$ cat src/rtl/sextium_avalon_fifo_io_pkg.sv
// Shared address map, widths and types for the Sextium I/O FIFO responder.
// The CPU-side I/O bridge imports the same address constants.
package sextium_avalon_fifo_io_pkg;

   localparam int unsigned BUS_W  = 32;
   localparam int unsigned DATA_W = 16;
   localparam int unsigned BE_W   = 4;

   localparam logic [BUS_W-1:0] IO_ADDR_OFFSET       = 32'h0002_0000;
   localparam logic [BUS_W-1:0] READ_FIFO_ADDR_DFLT  = 32'h0002_1000;
   localparam logic [BUS_W-1:0] WRITE_FIFO_ADDR_DFLT = 32'h0002_2000;
   localparam logic [BUS_W-1:0] STATUS_ADDR_DFLT     = 32'h0002_3000;

   typedef enum logic [1:0] {
      ACC_NONE,
      ACC_POP,
      ACC_PUSH,
      ACC_STATUS
   } access_e;

   typedef struct packed {
      logic [15:0] rsvd;
      logic [7:0]  out_free;
      logic [7:0]  in_count;
   } status_word_t;

endpackage

$ cat src/rtl/sextium_avalon_fifo_io_if.sv
// Avalon-MM bus between the Sextium I/O bridge (master) and the FIFO responder.
interface sextium_avalon_fifo_io_if;
   import sextium_avalon_fifo_io_pkg::*;

   logic [BUS_W-1:0] address;
   logic             read;
   logic             write;
   logic [BUS_W-1:0] writedata;
   logic [BE_W-1:0]  byteenable;
   logic [BUS_W-1:0] readdata;
   logic             waitrequest;

   modport master (
      output address, read, write, writedata, byteenable,
      input  readdata, waitrequest
   );

   modport slave (
      input  address, read, write, writedata, byteenable,
      output readdata, waitrequest
   );

endinterface

$ cat src/rtl/sextium_avalon_fifo_io_sync_fifo.sv
// sextium_sync_fifo: show-ahead synchronous FIFO with registered full/empty
// flags and an occupancy count; push/pop requests past the flags are ignored.
module sextium_sync_fifo #(
   parameter int unsigned WIDTH      = 16,
   parameter int unsigned DEPTH_LOG2 = 4
) (
   input  logic                  clk,
   input  logic                  reset,
   input  logic                  push,
   input  logic [WIDTH-1:0]      push_data,
   input  logic                  pop,
   output logic [WIDTH-1:0]      head,
   output logic                  full,
   output logic                  empty,
   output logic [DEPTH_LOG2:0]   count
);

   localparam int unsigned DEPTH = 1 << DEPTH_LOG2;
   localparam int unsigned CNT_W = DEPTH_LOG2 + 1;

   logic [WIDTH-1:0]      mem [DEPTH];
   logic [DEPTH_LOG2-1:0] wr_ptr;
   logic [DEPTH_LOG2-1:0] rd_ptr;
   logic                  do_push;
   logic                  do_pop;
   logic [CNT_W-1:0]      count_nxt;

   always_comb begin
      do_push   = push & ~full;
      do_pop    = pop & ~empty;
      count_nxt = count + CNT_W'(do_push) - CNT_W'(do_pop);
   end

   assign head = mem[rd_ptr];

   // Storage needs no reset; the flags guard every read of it.
   always_ff @(posedge clk) begin
      if (do_push) begin
         mem[wr_ptr] <= push_data;
      end
   end

   always_ff @(posedge clk) begin
      if (reset) begin
         wr_ptr <= '0;
         rd_ptr <= '0;
         count  <= '0;
         full   <= 1'b0;
         empty  <= 1'b1;
      end else begin
         if (do_push) wr_ptr <= wr_ptr + 1'b1;
         if (do_pop)  rd_ptr <= rd_ptr + 1'b1;
         count <= count_nxt;
         full  <= (count_nxt == CNT_W'(DEPTH));
         empty <= (count_nxt == '0);
      end
   end

endmodule

$ cat src/rtl/sextium_avalon_fifo_io.sv
// Avalon-MM responder holding the CPU input and output FIFOs for the Sextium
// I/O bridge. Define SEXTIUM_FIFO_IO_STATUS_EN to map the status word.
module sextium_avalon_fifo_io
   import sextium_avalon_fifo_io_pkg::*;
#(
   parameter logic [BUS_W-1:0] READ_FIFO_ADDR  = READ_FIFO_ADDR_DFLT,
   parameter logic [BUS_W-1:0] WRITE_FIFO_ADDR = WRITE_FIFO_ADDR_DFLT,
   parameter int unsigned      DEPTH_LOG2      = 4
) (
   input  logic                  clk,
   input  logic                  reset,
   sextium_avalon_fifo_io_if.slave avs,
   input  logic [DATA_W-1:0]     in_data,
   input  logic                  in_valid,
   output logic                  in_ready,
   output logic [DATA_W-1:0]     out_data,
   output logic                  out_valid,
   input  logic                  out_ready
);

   localparam int unsigned DEPTH = 1 << DEPTH_LOG2;
   localparam int unsigned CNT_W = DEPTH_LOG2 + 1;

   logic              in_full;
   logic              in_empty;
   logic              out_full;
   logic              out_empty;
   logic [DATA_W-1:0] in_head;
   logic [CNT_W-1:0]  in_count;
   logic [CNT_W-1:0]  out_count;
   logic              host_push;
   logic              host_pop;
   logic              cpu_pop;
   logic              cpu_push;
   access_e           access;
   status_word_t      status_word;
   logic              unused_bus;

   // Address decode; read wins when read and write are both asserted.
   always_comb begin
      access = ACC_NONE;
      if (avs.read) begin
         if (avs.address == READ_FIFO_ADDR) begin
            access = ACC_POP;
         end
`ifdef SEXTIUM_FIFO_IO_STATUS_EN
         else if (avs.address == STATUS_ADDR_DFLT) begin
            access = ACC_STATUS;
         end
`endif
      end else if (avs.write && (avs.address == WRITE_FIFO_ADDR)) begin
         access = ACC_PUSH;
      end
   end

   always_comb begin
      status_word          = '0;
      status_word.out_free = 8'(CNT_W'(DEPTH) - out_count);
      status_word.in_count = 8'(in_count);
   end

   // Stall only on empty-input reads and full-output writes; flags are
   // registered, so same-cycle host traffic never bypasses a stall.
   always_comb begin
      avs.waitrequest = 1'b0;
      avs.readdata    = '0;
      cpu_pop         = 1'b0;
      cpu_push        = 1'b0;
      case (access)
         ACC_POP: begin
            avs.waitrequest = in_empty;
            if (!in_empty) begin
               avs.readdata = {16'h0, in_head};
               cpu_pop      = 1'b1;
            end
         end
         ACC_PUSH: begin
            avs.waitrequest = out_full;
            cpu_push        = ~out_full;
         end
         ACC_STATUS: avs.readdata = status_word;
         default: ;
      endcase
   end

   always_comb begin
      in_ready  = ~in_full & ~reset;
      host_push = in_valid & in_ready;
      out_valid = ~out_empty;
      host_pop  = out_valid & out_ready;
   end

   assign unused_bus = ^{avs.byteenable, avs.writedata[BUS_W-1:DATA_W]};

   sextium_sync_fifo #(
      .WIDTH      (DATA_W),
      .DEPTH_LOG2 (DEPTH_LOG2)
   ) u_in_fifo (
      .clk       (clk),
      .reset     (reset),
      .push      (host_push),
      .push_data (in_data),
      .pop       (cpu_pop),
      .head      (in_head),
      .full      (in_full),
      .empty     (in_empty),
      .count     (in_count)
   );

   sextium_sync_fifo #(
      .WIDTH      (DATA_W),
      .DEPTH_LOG2 (DEPTH_LOG2)
   ) u_out_fifo (
      .clk       (clk),
      .reset     (reset),
      .push      (cpu_push),
      .push_data (avs.writedata[DATA_W-1:0]),
      .pop       (host_pop),
      .head      (out_data),
      .full      (out_full),
      .empty     (out_empty),
      .count     (out_count)
   );

endmodule

$ cat src/flat_wrapper.sv
// flat-port wrapper written by rule: the top's interface ports become plain ports
module sextium_avalon_fifo_io_flat import sextium_avalon_fifo_io_pkg::*;
#(
   parameter logic [BUS_W-1:0] READ_FIFO_ADDR  = READ_FIFO_ADDR_DFLT,
   parameter logic [BUS_W-1:0] WRITE_FIFO_ADDR = WRITE_FIFO_ADDR_DFLT,
   parameter int unsigned      DEPTH_LOG2      = 4
)
  (clk, reset, in_data, in_valid, in_ready, out_data, out_valid, out_ready, avs_address, avs_read, avs_write, avs_writedata, avs_byteenable, avs_readdata, avs_waitrequest);
  sextium_avalon_fifo_io_if avs_i ();
  input  logic clk;
  input  logic reset;
  input  logic [DATA_W-1:0] in_data;
  input  logic in_valid;
  output logic in_ready;
  output logic [DATA_W-1:0] out_data;
  output logic out_valid;
  input  logic out_ready;
  input wire logic [$bits(avs_i.address)-1:0] avs_address;
  input wire logic [$bits(avs_i.read)-1:0] avs_read;
  input wire logic [$bits(avs_i.write)-1:0] avs_write;
  input wire logic [$bits(avs_i.writedata)-1:0] avs_writedata;
  input wire logic [$bits(avs_i.byteenable)-1:0] avs_byteenable;
  output wire logic [$bits(avs_i.readdata)-1:0] avs_readdata;
  output wire logic [$bits(avs_i.waitrequest)-1:0] avs_waitrequest;
  assign avs_i.address = avs_address;
  assign avs_i.read = avs_read;
  assign avs_i.write = avs_write;
  assign avs_i.writedata = avs_writedata;
  assign avs_i.byteenable = avs_byteenable;
  assign avs_readdata = avs_i.readdata;
  assign avs_waitrequest = avs_i.waitrequest;
  sextium_avalon_fifo_io #(.READ_FIFO_ADDR(READ_FIFO_ADDR), .WRITE_FIFO_ADDR(WRITE_FIFO_ADDR), .DEPTH_LOG2(DEPTH_LOG2)) u_core (.clk(clk), .reset(reset), .avs(avs_i), .in_data(in_data), .in_valid(in_valid), .in_ready(in_ready), .out_data(out_data), .out_valid(out_valid), .out_ready(out_ready));
endmodule
$ cat config.mk
export PLATFORM = sky130hd
export DESIGN_NAME = sextium_avalon_fifo_io_flat
export DESIGN_NICKNAME = d
export VERILOG_FILES = /design/src/rtl/sextium_avalon_fifo_io_pkg.sv /design/src/rtl/sextium_avalon_fifo_io_if.sv /design/src/rtl/sextium_avalon_fifo_io_sync_fifo.sv /design/src/rtl/sextium_avalon_fifo_io.sv /design/src/flat_wrapper.sv
export SDC_FILE = /design/constraint.sdc
export NUM_CORES = 1
export LEC_CHECK = 0
export CORE_AREA = 2 2 224 226
export DETAILED_ROUTE_END_ITERATION = 8
export DIE_AREA = 0 0 226 228
export GPL_TIMING_DRIVEN = 0
export PLACE_DENSITY = 0.62
export SETUP_SLACK_MARGIN = 0.02
export SLEW_MARGIN = 20
export SYNTH_ARGS = -nofsm -noshare
export SYNTH_HDL_FRONTEND = slang
export SYNTH_SLANG_ARGS = --single-unit
$ cat constraint.sdc
create_clock -name clk -period 4 [get_ports clk]
set_clock_uncertainty 0.15 [all_clocks]
set_input_delay 0.8 -clock clk [delete_from_list [all_inputs] [get_ports clk]]
set_output_delay 0.8 -clock clk [all_outputs]
set_load 0.005 [all_outputs]
==> summary.txt, run 1 <==
Worst setup path
  – Worst reg-to-reg setup slack: 0.85 ns
  – CP max FO: 8
  – Critical path's largest stage delay: 0.53 ns
  – Crit path DAT: approximately 3 ns
  – Worst Setup End Kind: primary output
  – Crit path launch type: primary input
  – CP max stage cell: or4b_4
  – Worst EP required: 3.05 ns
  – Launch point of the worst path: avs_address[16]
  – Reg-to-reg startpoint: u_core.u_in_fifo.empty$_SDFF_PP1_
  – Crit-path cells: clkdlybuf4s50_1 -> nor4b_2 -> nand4_2 -> or4b_4 -> buf_12 -> buf_16 -> a211oi_4 -> buf_2
  – Critical path class: primary input to primary output
  – R2R cell count: 11
  – RR Endpoint: u_core.u_in_fifo.full$_SDFF_PP0_

Die
  – Die width: 226 um
  – Die Y: 228 um
  – Full die area: 0.0515 mm2
  – Row count: 82
  – Starting Density: 0.442
  – CORE AREA: 0.0493 mm2
  – I/O pins: around 140

Clock tree
  – H-tree lvl count: 2
  – Clock slew at reported path FFs: 0.06 ns
  – Root buffer cell: clkbuf_16
  – Worst skew pair latency: 0.61 ns
  – Num Clock Sinks: 550
  – CTS tree: done
  – Total CTS buffers: 56
  – Longest Clk Path Bufs: 3

Power
  – Sw frac: 0.220
  – Flop pwr share: 0.506
  – Combinational Power Share: 0.095
  – P_int: 9.91 mW
  – Cell Pwr Density: 483 mW/mm2
  – Clock share of power: 0.398
  – Total chip power: 12.7 mW
  – Net Switching: 2.80 mW
  – Static leakage: 8.49 nW
  – Maximum vdd drop: 0.000324 V

Detailed routing
  – Drc violations: 0
  – TritonRoute pass-1 iters: 5
  – Final WL: 46.0 mm
  – Vias per cell: around 5.4
  – Antenna Nets Post-Route: 0
  – WL/cell: around 24 um
  – Initial DRC Count: 606
  – Via count: 10,400

STA
  – Pins over their slew limit: 0
  – Slew HR: 0.277
  – Fin crit share: 0.986
  – # setup viols final: 0
  – RSZ-0062 raised after global routing: yes
  – Final Hold Viols: 0
  – Tightest Pin Transition: 1.08 ns
  – Peak Freq: 254 MHz
  – Tmin final: 3.94 ns

Placed design
  – Routability congestion estimate: between 0.7 and 0.8
  – Dpl hpwl: 29.2 mm
  – DP Area: ~0.024 mm2
  – Cells after DPL: 1,834
  – Port Buf Inserts: roughly 100

GRT
  – Gr usage total: 0.181
  – Initial antenna violation count: 1
  – Global-route wire length before repair: 68.9 mm
  – Pin count of the biggest net entering global routing: 17
  – Total congestion overflow: 0
  – Vias in the first global route: 11,000

Yosys
  – Post-synth cell types: 54
  – Synthesized cell area: 0.0218 mm2
  – Asr flop ratio synth: 0
  – Dominant synthesized flop cell: edfxtp_1
  – Sequential-to-total area share from yosys stat: 0.740
  – EDFF count, synth: 512
  – Cell taking the most area after synthesis: edfxtp_1
  – Synthesized instance count: between 1,000 and 1,500
  – Yosys warnings: 0
  – #FFs+latches synth: 550
  – Top cell type's share of synthesized area: 0.705
  – Leading post-synthesis cells by cell area: edfxtp_1 70%, mux4_2 15%, dfxtp_1 3.5%, ha_1 1.3%, mux2i_1 0.87%
  – Post-synthesis average cell area: 21.4 um2

Finish
  – Synth-to-layout area growth: 20.5%
  – Post-route cell area: between 0.02 and 0.03 mm2
  – Ant. Diodes: 0
  – Final cell count without fillers: 1,945
  – Final nets: 1,342
  – Share of cells above drive strength 1: 0.315

Worst hold path
  – Worst Hold Class: flop to flop
  – Hold Startpoint: u_core.u_out_fifo.rd_ptr[3]$_SDFFE_PP0P_
  – WHS Path Cells: 2

Run
  – Max-cap violations: 0

Run status
  – Outcome: finished, final reports clean
## metal layers
layer,vias up,global-route usage,part of all wire
li1,4604,-,-
met1,5526,0.235,0.41
met5,-,0,0.00028
met3,80,0.0263,0.037
met4,2,0.0586,0.026
met2,223,0.316,0.52
## placed cells by master (no fill, tap or decap), types with 11 or more instances in the layout
cell type,instances
nor2_2,12
buf_4,34
edfxtp_1,512
nor2_1,22
mux4_2,144
ha_1,21
a211oi_4,13
buf_2,17
clkbuf_16,58
mux2i_1,11
clkbuf_1,22
a211oi_1,15
nor2b_1,29
clkdlybuf4s50_1,70
dfxtp_1,37
conb_1,16
buf_6,22
inv_1,19
clkinv_2,17
dlymetal6s2s_1,18
clkbuf_2,14
## final cells by class
cell class	count	area (um2)
Buffer	67	484
Clock buffer	72	1530
Clock inverter	32	267
Fill cell	3849	23100
Inverter	21	83.8
Multi-Input combinational cell	397	5600
Sequential cell	550	16100
Tap cell	672	841
Timing Repair Buffer	134	1340
## synth_stat cells, drive strengths merged (19+ instances only)
library cell  instances
nor2                 34
a211oi               32
inv                  20
nor2b                29
buf                  41
mux2i                19
mux4                144
clkbuf               27
ha                   23
dfxtp                38
edfxtp              512
## power by group through the flow
stage | Sequential [mW] | Clock [mW] | Combinational, mW
6_report | 6.43 | 5.06 | 1.21
4_1_cts | 6.43 | 5.17 | 1.20
3_5_place_dp | 6.55 | 0 | 1.15
2_1_floorplan | 6.54 | 0 | 0.732
3_3_place_gp | 6.55 | 0 | 1.12
5_1_grt | 6.44 | 5.41 | 1.32
## cells by family after synthesis
kind of cell	share of synthesized area
flip-flops	0.740
multiplexers	0.161
AND/OR/NAND/NOR	0.0404
buffers and inverters	0.0202
AO/OA/AOI/OAI	0.0178
adder cells (fa/ha/maj)	0.0150
XOR/XNOR	0.00562
other	0.000172
## stage by stage
step                utilization  hold slack (ns)  setup WS (ns)  TNS [ns]
floorplan                     -            0.332         0.0339         0
global placement          0.481            0.358          -2.41   -195.89
detailed placement        0.488            0.368         -0.844    -45.89
CTS                       0.530            0.374        -0.0725   -0.0725
global route              0.533            0.419        -0.0170   -0.0170
finish                    0.533            0.356         0.0580         0
## sequential cells by signal, summed over array words and instances, names as in the netlist, named ones only
register and cells:
u_core.u_in_fifo.count 5, u_core.u_in_fifo.empty 1, u_core.u_in_fifo.full 1, u_core.u_in_fifo.mem 256
u_core.u_in_fifo.rd_ptr 4, u_core.u_in_fifo.wr_ptr 4, u_core.u_out_fifo.count 5, u_core.u_out_fifo.empty 1
u_core.u_out_fifo.full 1, u_core.u_out_fifo.mem 256, u_core.u_out_fifo.rd_ptr 4, u_core.u_out_fifo.wr_ptr 4
## worst max-delay path by stage
stage | endpoint | slack [ns] | cells after the start
floorplan | u_core.u_in_fifo.full$_SDFF_PP0_ | 0.03 | 13
global placement | u_core.u_out_fifo.mem[1][7]$_DFFE_PP_ | -2.41 | 4
detailed placement | u_core.u_out_fifo.empty$_SDFF_PP1_ | -0.84 | 14
CTS | avs_readdata[12] | -0.07 | 8
global route | avs_readdata[12] | -0.02 | 8
finish | avs_readdata[12] | 0.06 | 8
## timing repair
item	CTS	global route
cloned	0	1
gates resized for setup	123	44
endpoints found under the hold margin	0	0
pin swaps	10	17
setup endpoints to repair	36	33
hold buffers	0	0
buffers inserted	5	2
## critical path, delay by kind of cell
family	cells	cell delay, ns
buf+inv	4	0.91
simple gates	3	0.97
compound gates	1	0.29
(Power assumes the default switching activity.)
==> inputs of run 2 (changes only) <==
- SKIP_LAST_GASP: unset -> 1
==> run 2 against run 1 <==
Sequential share of layout area is 0.067 points higher; maximum frequency fell by 1.1%; hold slack worse by 0.0025 ns; sequential power about the same; power hardly changed; clock power about the same; critical endpoint unchanged; largest cell class unchanged.
==> summary.txt, run 2 (synthesized netlist as in run 1, its figures left out) <==
Worst setup path
  – Crit path launch type: primary input
  – Reg-to-reg startpoint: u_core.u_in_fifo.empty$_SDFF_PP1_
  – Crit-path cells: clkdlybuf4s50_1 -> nor4b_2 -> nand4_2 -> or4b_4 -> buf_12 -> buf_16 -> a211oi_4 -> buf_2
  – Worst EP required: 3.05 ns (about the same)
  – Critical path class: primary input to primary output
  – CP max stage cell: or4b_4
  – CP max FO: 8 (unchanged)
  – Worst Setup End Kind: primary output
  – Launch point of the worst path: avs_address[19]
  – Crit path DAT: 3.03 ns (+0.04 ns)
  – WP buf/inv: 4 (unchanged)
  – Critical path's largest stage delay: 0.53 ns (about the same)
  – CP delay by family, top: simple AND/OR/NAND/NOR gates

Detailed routing
  – Initial DRC Count: 672 (+11%)
  – Drc violations: 0 (unchanged)
  – WL/cell: 23.6 um (about the same)
  – TritonRoute pass-1 iters: 7 (+2)
  – Vias per cell: 5.39 (+0.41%)
  – Final WL: 45.9 mm (about the same)
  – Via count: 10,500 (+0.41%)
  – Antenna Nets Post-Route: 0 (unchanged)

Placed design
  – Routability congestion estimate: 0.744 (unchanged)
  – Cells after DPL: 1,834 (unchanged)
  – Port Buf Inserts: 104 (unchanged)
  – Dpl hpwl: 29.2 mm (unchanged)
  – DP Area: 0.0241 mm2 (unchanged)
  – DP Worst Slack: -0.844 ns (unchanged)

Die
  – I/O pins: 141 (unchanged)
  – Row count: 82 (unchanged)
  – Die Y: 228 um (unchanged)
  – Die width: 226 um (unchanged)
  – Starting Density: 0.442 (unchanged)
  – CORE AREA: 0.0493 mm2 (unchanged)
  – Full die area: 0.0515 mm2 (unchanged)

STA
  – Setup ws final: 0.0160 ns (-0.0420 ns)
  – Final Hold Viols: 0 (unchanged)
  – Tightest Pin Transition: 1.09 ns (+0.00404 ns)
  – # setup viols final: 0 (unchanged)
  – Slew HR: 0.275 (-0.00270)
  – RSZ-0062 raised after global routing: yes
  – Fin crit share: 0.996 (+0.0105)
  – Pins over their slew limit: 0 (unchanged)
  – Tmin final: 3.98 ns (+0.0420 ns)
  – Peak Freq: 251 MHz (-1.1%)

GRT
  – Grt peak-use layer: met2
  – Pin count of the biggest net entering global routing: 17 (unchanged)
  – Initial antenna violation count: 1 (unchanged)
  – Met3 global-route usage: 0.0263 (unchanged)
  – Grt met1 use: 0.235 (unchanged)
  – Vias in the first global route: 11,000 (unchanged)
  – Total congestion overflow: 0 (unchanged)
  – GR Layer Usage met2: 0.316 (unchanged)
  – Global-route wire length before repair: 68.9 mm (unchanged)
  – Gr usage total: 0.181 (unchanged)

Finish
  – Final nets: 1,342 (unchanged)
  – Post-route cell area: 0.0263 mm2 (-0.11%)
  – Commonest cells after routing, fill and taps aside: 512 x edfxtp_1, 144 x mux4_2, 78 x clkdlybuf4s50_1, 58 x clkbuf_16, 37 x dfxtp_1
  – Final cell count without fillers: 1,945 (unchanged)
  – Most common cell after layout, fill and taps aside: edfxtp_1
  – Synth-to-layout area growth: 20.4%
  – Biggest regs: u_core.u_in_fifo.mem (256), u_core.u_out_fifo.mem (256)
  – Ant. Diodes: 0 (unchanged)
  – Share of cells above drive strength 1: 0.315 (unchanged)

Power
  – Static leakage: 8.41 nW (-0.88%)
  – Total chip power: 12.7 mW (about the same)
  – Cell Pwr Density: 484 mW/mm2 (+0.17%)
  – Maximum vdd drop: 0.000325 V (+0.25%)

Worst hold path
  – Hold Startpoint: u_core.u_out_fifo.rd_ptr[3]$_SDFFE_PP0P_
  – Worst Hold Class: flop to flop

Clock tree
  – Total CTS buffers: 56 (unchanged)
  – Clock slew at reported path FFs: 0.07 ns (about the same)
  – Longest Clk Path Bufs: 3 (unchanged)
  – H-tree lvl count: 2 (unchanged)
  – Num Clock Sinks: 550 (unchanged)
  – CTS tree: done
  – Root buffer cell: clkbuf_16
  – Worst skew pair latency: 0.61 ns (about the same)
  – Hold buffers post-CTS: 0 (unchanged)

Run
  – Max-cap violations: 0 (unchanged)

Run status
  – Outcome: finished, final reports clean
[run 2: metrics by stage]
| stage | utilization | TNS [ns] | hold WS, ns |
|---|---|---|---|
| floorplan | - | 0 | 0.332 |
| global placement | 0.481 | -195.89 | 0.358 |
| detailed placement | 0.488 | -45.89 | 0.368 |
| CTS | 0.530 | -0.0725 | 0.374 |
| global route | 0.532 | -0.0982 | 0.419 |
| finish | 0.532 | 0 | 0.354 |
[run 2: path summary, 6_finish.rpt]
path	depth (start not counted)	slack (ns)	endpoint
hold reg to reg	2	0.35	flop
hold / removal	2	0.35	flop
setup reg to reg	11	0.85	u_core.u_in_fifo.full$_SDFF_PP0_
setup / recovery	8	0.02	avs_readdata[12]
[run 2: final cells by class]
cell class	instances	area, um2
multi-input cells	397	5600
clock inverters	32	267
plain buffers	67	484
inverters	21	83.8
well taps	672	841
fillers	3852	23100
repair buffers	134	1320
flip-flops and latches	550	16100
clock buffers	72	1530
[run 2: routing by layer]
metal	wire (um)	up-vias
li1	-	4599
met1	19000	5580
met2	24000	217
met3	1680	80
met4	1180	2
met5	13	-
[run 2: report_power, final]
group,internal [mW],switching (mW)
Clock,2.91,2.16
Combinational,0.620,0.593
Sequential,6.38,0.0513
[run 2: timing repair]
item / 4_1_cts / 5_1_grt
setup buffers: 5 / 2
pin swaps: 10 / 16
resized for setup: 122 / 36
cloned: 0 / 1
setup endpoints to repair: 36 / 33
[run 2: worst register-to-register path, delay by kind of cell, from the launching register on]
| kind | cells | cell delay (ns) |
|---|---|---|
| DFF | 1 | 0.34 |
| adders and majority gates | 3 | 0.88 |
| and+or+nand+nor | 2 | 0.95 |
| buffers and inverters | 5 | 0.47 |
| AOI/OAI and AO/OA | 1 | 0.26 |
==> inputs of run 3 (changes only) <==
- ABC_AREA: unset -> 1
- CELL_PAD_IN_SITES_DETAIL_PLACEMENT: unset -> 0
- CELL_PAD_IN_SITES_GLOBAL_PLACEMENT: unset -> 1
- CORE_AREA: 2 2 224 226 -> 2 2 231 233
- DIE_AREA: 0 0 226 228 -> 0 0 233 235
- PLACE_DENSITY: 0.62 -> 0.72
==> run 3 against run 2 <==
Global-route usage increased by 4.2 points; routed wire length is 34% higher; critical path depth decreased by 1; non-clock buffer count grew 49; setup slack improved by 0.087 ns; clock power grew 14%; critical endpoint is now out_data[1]; largest cell class unchanged; largest power group unchanged; highest routed layer is now met4.
==> summary.txt, run 3 <==
Detailed routing
  – Vias per cell: 5.39 (about the same)
  – Antenna Nets Post-Route: 0 (unchanged)
  – Via count: 14,900 (+42%)
  – TritonRoute pass-1 iters: 5 (-2)
  – Final WL: 61.5 mm (+34%)
  – WL/cell: 22.3 um (-5.7%)
  – Drc violations: 0 (unchanged)
  – Initial DRC Count: 1,420 (+110%)

GRT
  – Vias in the first global route: 14,500 (+32%)
  – Total congestion overflow: 0 (unchanged)
  – Gr usage total: 0.223 (+0.0420)
  – Global-route wire length before repair: 90.8 mm (+32%)
  – Initial antenna violation count: 0 (-1)
  – Pin count of the biggest net entering global routing: 17 (unchanged)

Power
  – Static leakage: 9.49 nW (+13%)
  – Total chip power: 13.9 mW (+9.6%)
  – Cell Pwr Density: 512 mW/mm2 (+5.8%)
  – Maximum vdd drop: 0.000425 V (+31%)

Worst setup path
  – Crit path launch type: flop
  – CP max stage cell: clkbuf_1
  – Critical path's largest stage delay: 0.63 ns (+0.10 ns)
  – Crit-path cells: clkbuf_1 -> inv_1 -> clkbuf_1 -> o211ai_1 -> o211ai_1 -> nand2_1 -> clkdlybuf4s50_1
  – Worst EP required: 3.05 ns (about the same)
  – CP max FO: 10 (+2)
  – Reg-to-reg startpoint: u_core.u_in_fifo.full$_SDFF_PP0_
  – Worst Setup End Kind: primary output
  – Worst reg-to-reg setup slack: 1.41 ns (+0.56 ns)
  – Crit path DAT: 2.95 ns (-0.08 ns)
  – Critical path class: flop to primary output

Yosys
  – Asr flop ratio synth: 0 (unchanged)
  – Leading post-synthesis cells by cell area: edfxtp_1 68%, nor2_1 4.6%, o21ai_0 3.8%, dfxtp_1 3.4%, nand2_1 2.9%
  – Post-synth cell types: 33 (-39%)
  – Post-synthesis average cell area: 12.4 um2 (-42%)
  – #FFs+latches synth: 550 (unchanged)
  – Dominant synthesized flop cell: edfxtp_1
  – Synthesized instance count: 1,823 (+79%)
  – Commonest cells post-synth: 512 x edfxtp_1, 279 x nor2_1, 174 x nand2_1
  – Cell taking the most area after synthesis: edfxtp_1
  – Sequential-to-total area share from yosys stat: 0.711 (-0.0287)
  – EDFF count, synth: 512 (unchanged)
  – Top-count cell post-synth: edfxtp_1
  – Top cell type's share of synthesized area: 0.678 (-0.0273)
  – Synthesized cell area: 0.0227 mm2 (+4.0%)
  – Yosys warnings: 0 (unchanged)

Clock tree
  – Total CTS buffers: 57 (+1.8%)
  – Root buffer cell: clkbuf_16
  – Hold buffers post-CTS: 0 (unchanged)
  – Clock slew at reported path FFs: 0.06 ns (about the same)
  – Worst skew pair latency: 0.59 ns (-0.02 ns)
  – Longest Clk Path Bufs: 3 (unchanged)
  – H-tree lvl count: 2 (unchanged)
  – Num Clock Sinks: 550 (unchanged)
  – CTS tree: done

Finish
  – Ant. Diodes: 0 (unchanged)
  – Biggest regs: u_core.u_in_fifo.mem (256), u_core.u_out_fifo.mem (256)
  – Fillers: 4,446 (+15%)
  – Final nets: 2,143 (+60%)
  – Share of cells above drive strength 1: 0.123 (-0.192)
  – Synth-to-layout area growth: 19.9%
  – Commonest cells after routing, fill and taps aside: 512 x edfxtp_1, 236 x nor2_1, 172 x nand2_1, 171 x o21ai_0, 119 x inv_1
  – Most common cell after layout, fill and taps aside: edfxtp_1
  – Post-route cell area: 0.0272 mm2 (+3.6%)

STA
  – Pins over their slew limit: 0 (unchanged)
  – Tightest Pin Transition: 0.921 ns (-0.168 ns)
  – Slew HR: 0.384 (+0.110)
  – Hold Slack: 0.293 ns (-0.0605 ns)
  – # setup viols final: 0 (unchanged)
  – Peak Freq: 257 MHz (+2.2%)
  – Tmin final: 3.90 ns (-0.0865 ns)
  – Fin crit share: 0.974 (-0.0216)
  – RSZ-0062 raised after global routing: yes
  – Final Hold Viols: 0 (unchanged)

Die
  – Die Y: 235 um (+3.1%)
  – Starting Density: 0.434 (-0.00758)
  – I/O pins: 141 (unchanged)
  – Row count: 84 (+2.4%)
  – CORE AREA: 0.0522 mm2 (+5.8%)
  – Die width: 233 um (+3.1%)
  – Full die area: 0.0548 mm2 (+6.3%)

Worst hold path
  – Hold Startpoint: u_core.u_out_fifo.rd_ptr[3]$_SDFFE_PP0P_
  – Worst Hold Class: flop to flop

Placed design
  – DP Area: 0.0250 mm2 (+4.0%)
  – Routability congestion estimate: 0.877 (+18%)
  – Dpl hpwl: 40.6 mm (+39%)
  – Port Buf Inserts: 103 (-0.96%)

Run status
  – Outcome: finished, final reports clean

Run
  – Max-cap violations: 0 (unchanged)
==> run 3: cell type report <==
type                       count  area, um2  share of cell area
tap                          688        861              0.0316
clock buffer                  60       1440              0.0528
sequential                   550      16100               0.593
timing repair buffer         131       1370              0.0502
inverter                     124        468              0.0172
clock inverter                44        597              0.0219
buffer                       119        737              0.0271
multi-input combinational   1045       5610               0.206
==> run 3: critical path: cells and delay by family, from the launching register on <==
family / cells / cell delay (ns)
compound gates: 2 / 0.38
buf+inv: 4 / 1.51
flops: 1 / 0.30
simple gates: 1 / 0.17
==> run 3: layer usage <==
layer	up-vias	share of wire	track usage	wire (um)
met5	-	0	0	0
met4	0	0.027	0.0650	1640
met3	108	0.067	0.0324	4110
met2	555	0.49	0.370	29900
met1	7315	0.42	0.306	25800
li1	6892	-	-	-
==> run 3: kinds of logic (layout without fill, tap and decap cells) <==
group / count (synthesis) / count (layout) / share of synthesized area
flops: 550 / 550 / 0.711
simple gates: 513 / 513 / 0.0898
compound gates: 423 / 423 / 0.103
buf+inv: 243 / 478 / 0.0517
mux: 60 / 60 / 0.0265
fa+ha+maj: 25 / 25 / 0.0144
xor+xnor: 8 / 8 / 0.00309
other cells: 1 / 16 / 0.000165
==> run 3: final timing paths <==
path	end	depth (start not counted)
worst min-delay path	flop	1
worst min register to register	flop	1
worst max-delay path	out_data[1]	7
worst max register to register	u_core.u_in_fifo.empty$_SDFF_PP1_	12
==> run 3: power breakdown <==
| group | total [mW] | switching, mW | internal (mW) |
|---|---|---|---|
| sequential | 6.44 | 0.0479 | 6.39 |
| clock | 5.76 | 2.20 | 3.56 |
| combinational | 1.74 | 1.08 | 0.658 |
==> run 3: through the flow <==
| step | util | instances | worst slack [ns] | TNS (ns) |
|---|---|---|---|---|
| finish | 0.521 | 2761 | 0.103 | 0 |
| CTS | 0.518 | 2755 | 0.0271 | 0 |
| global placement | 0.472 | 2629 | -0.400 | -74.51 |
| global route | 0.521 | 2761 | -0.0277 | -0.0277 |
| detailed placement | 0.479 | 2651 | -0.0923 | -0.343 |
| floorplan | - | 1838 | 0.699 | 0 |
==> run 3: timing repair <==
item / in CTS / in global routing
setup buffers: 0 / 5
cloned: 0 / 1
endpoints found under the setup margin: 9 / 19
resized for setup: 9 / 44
pin swaps: 0 / 6
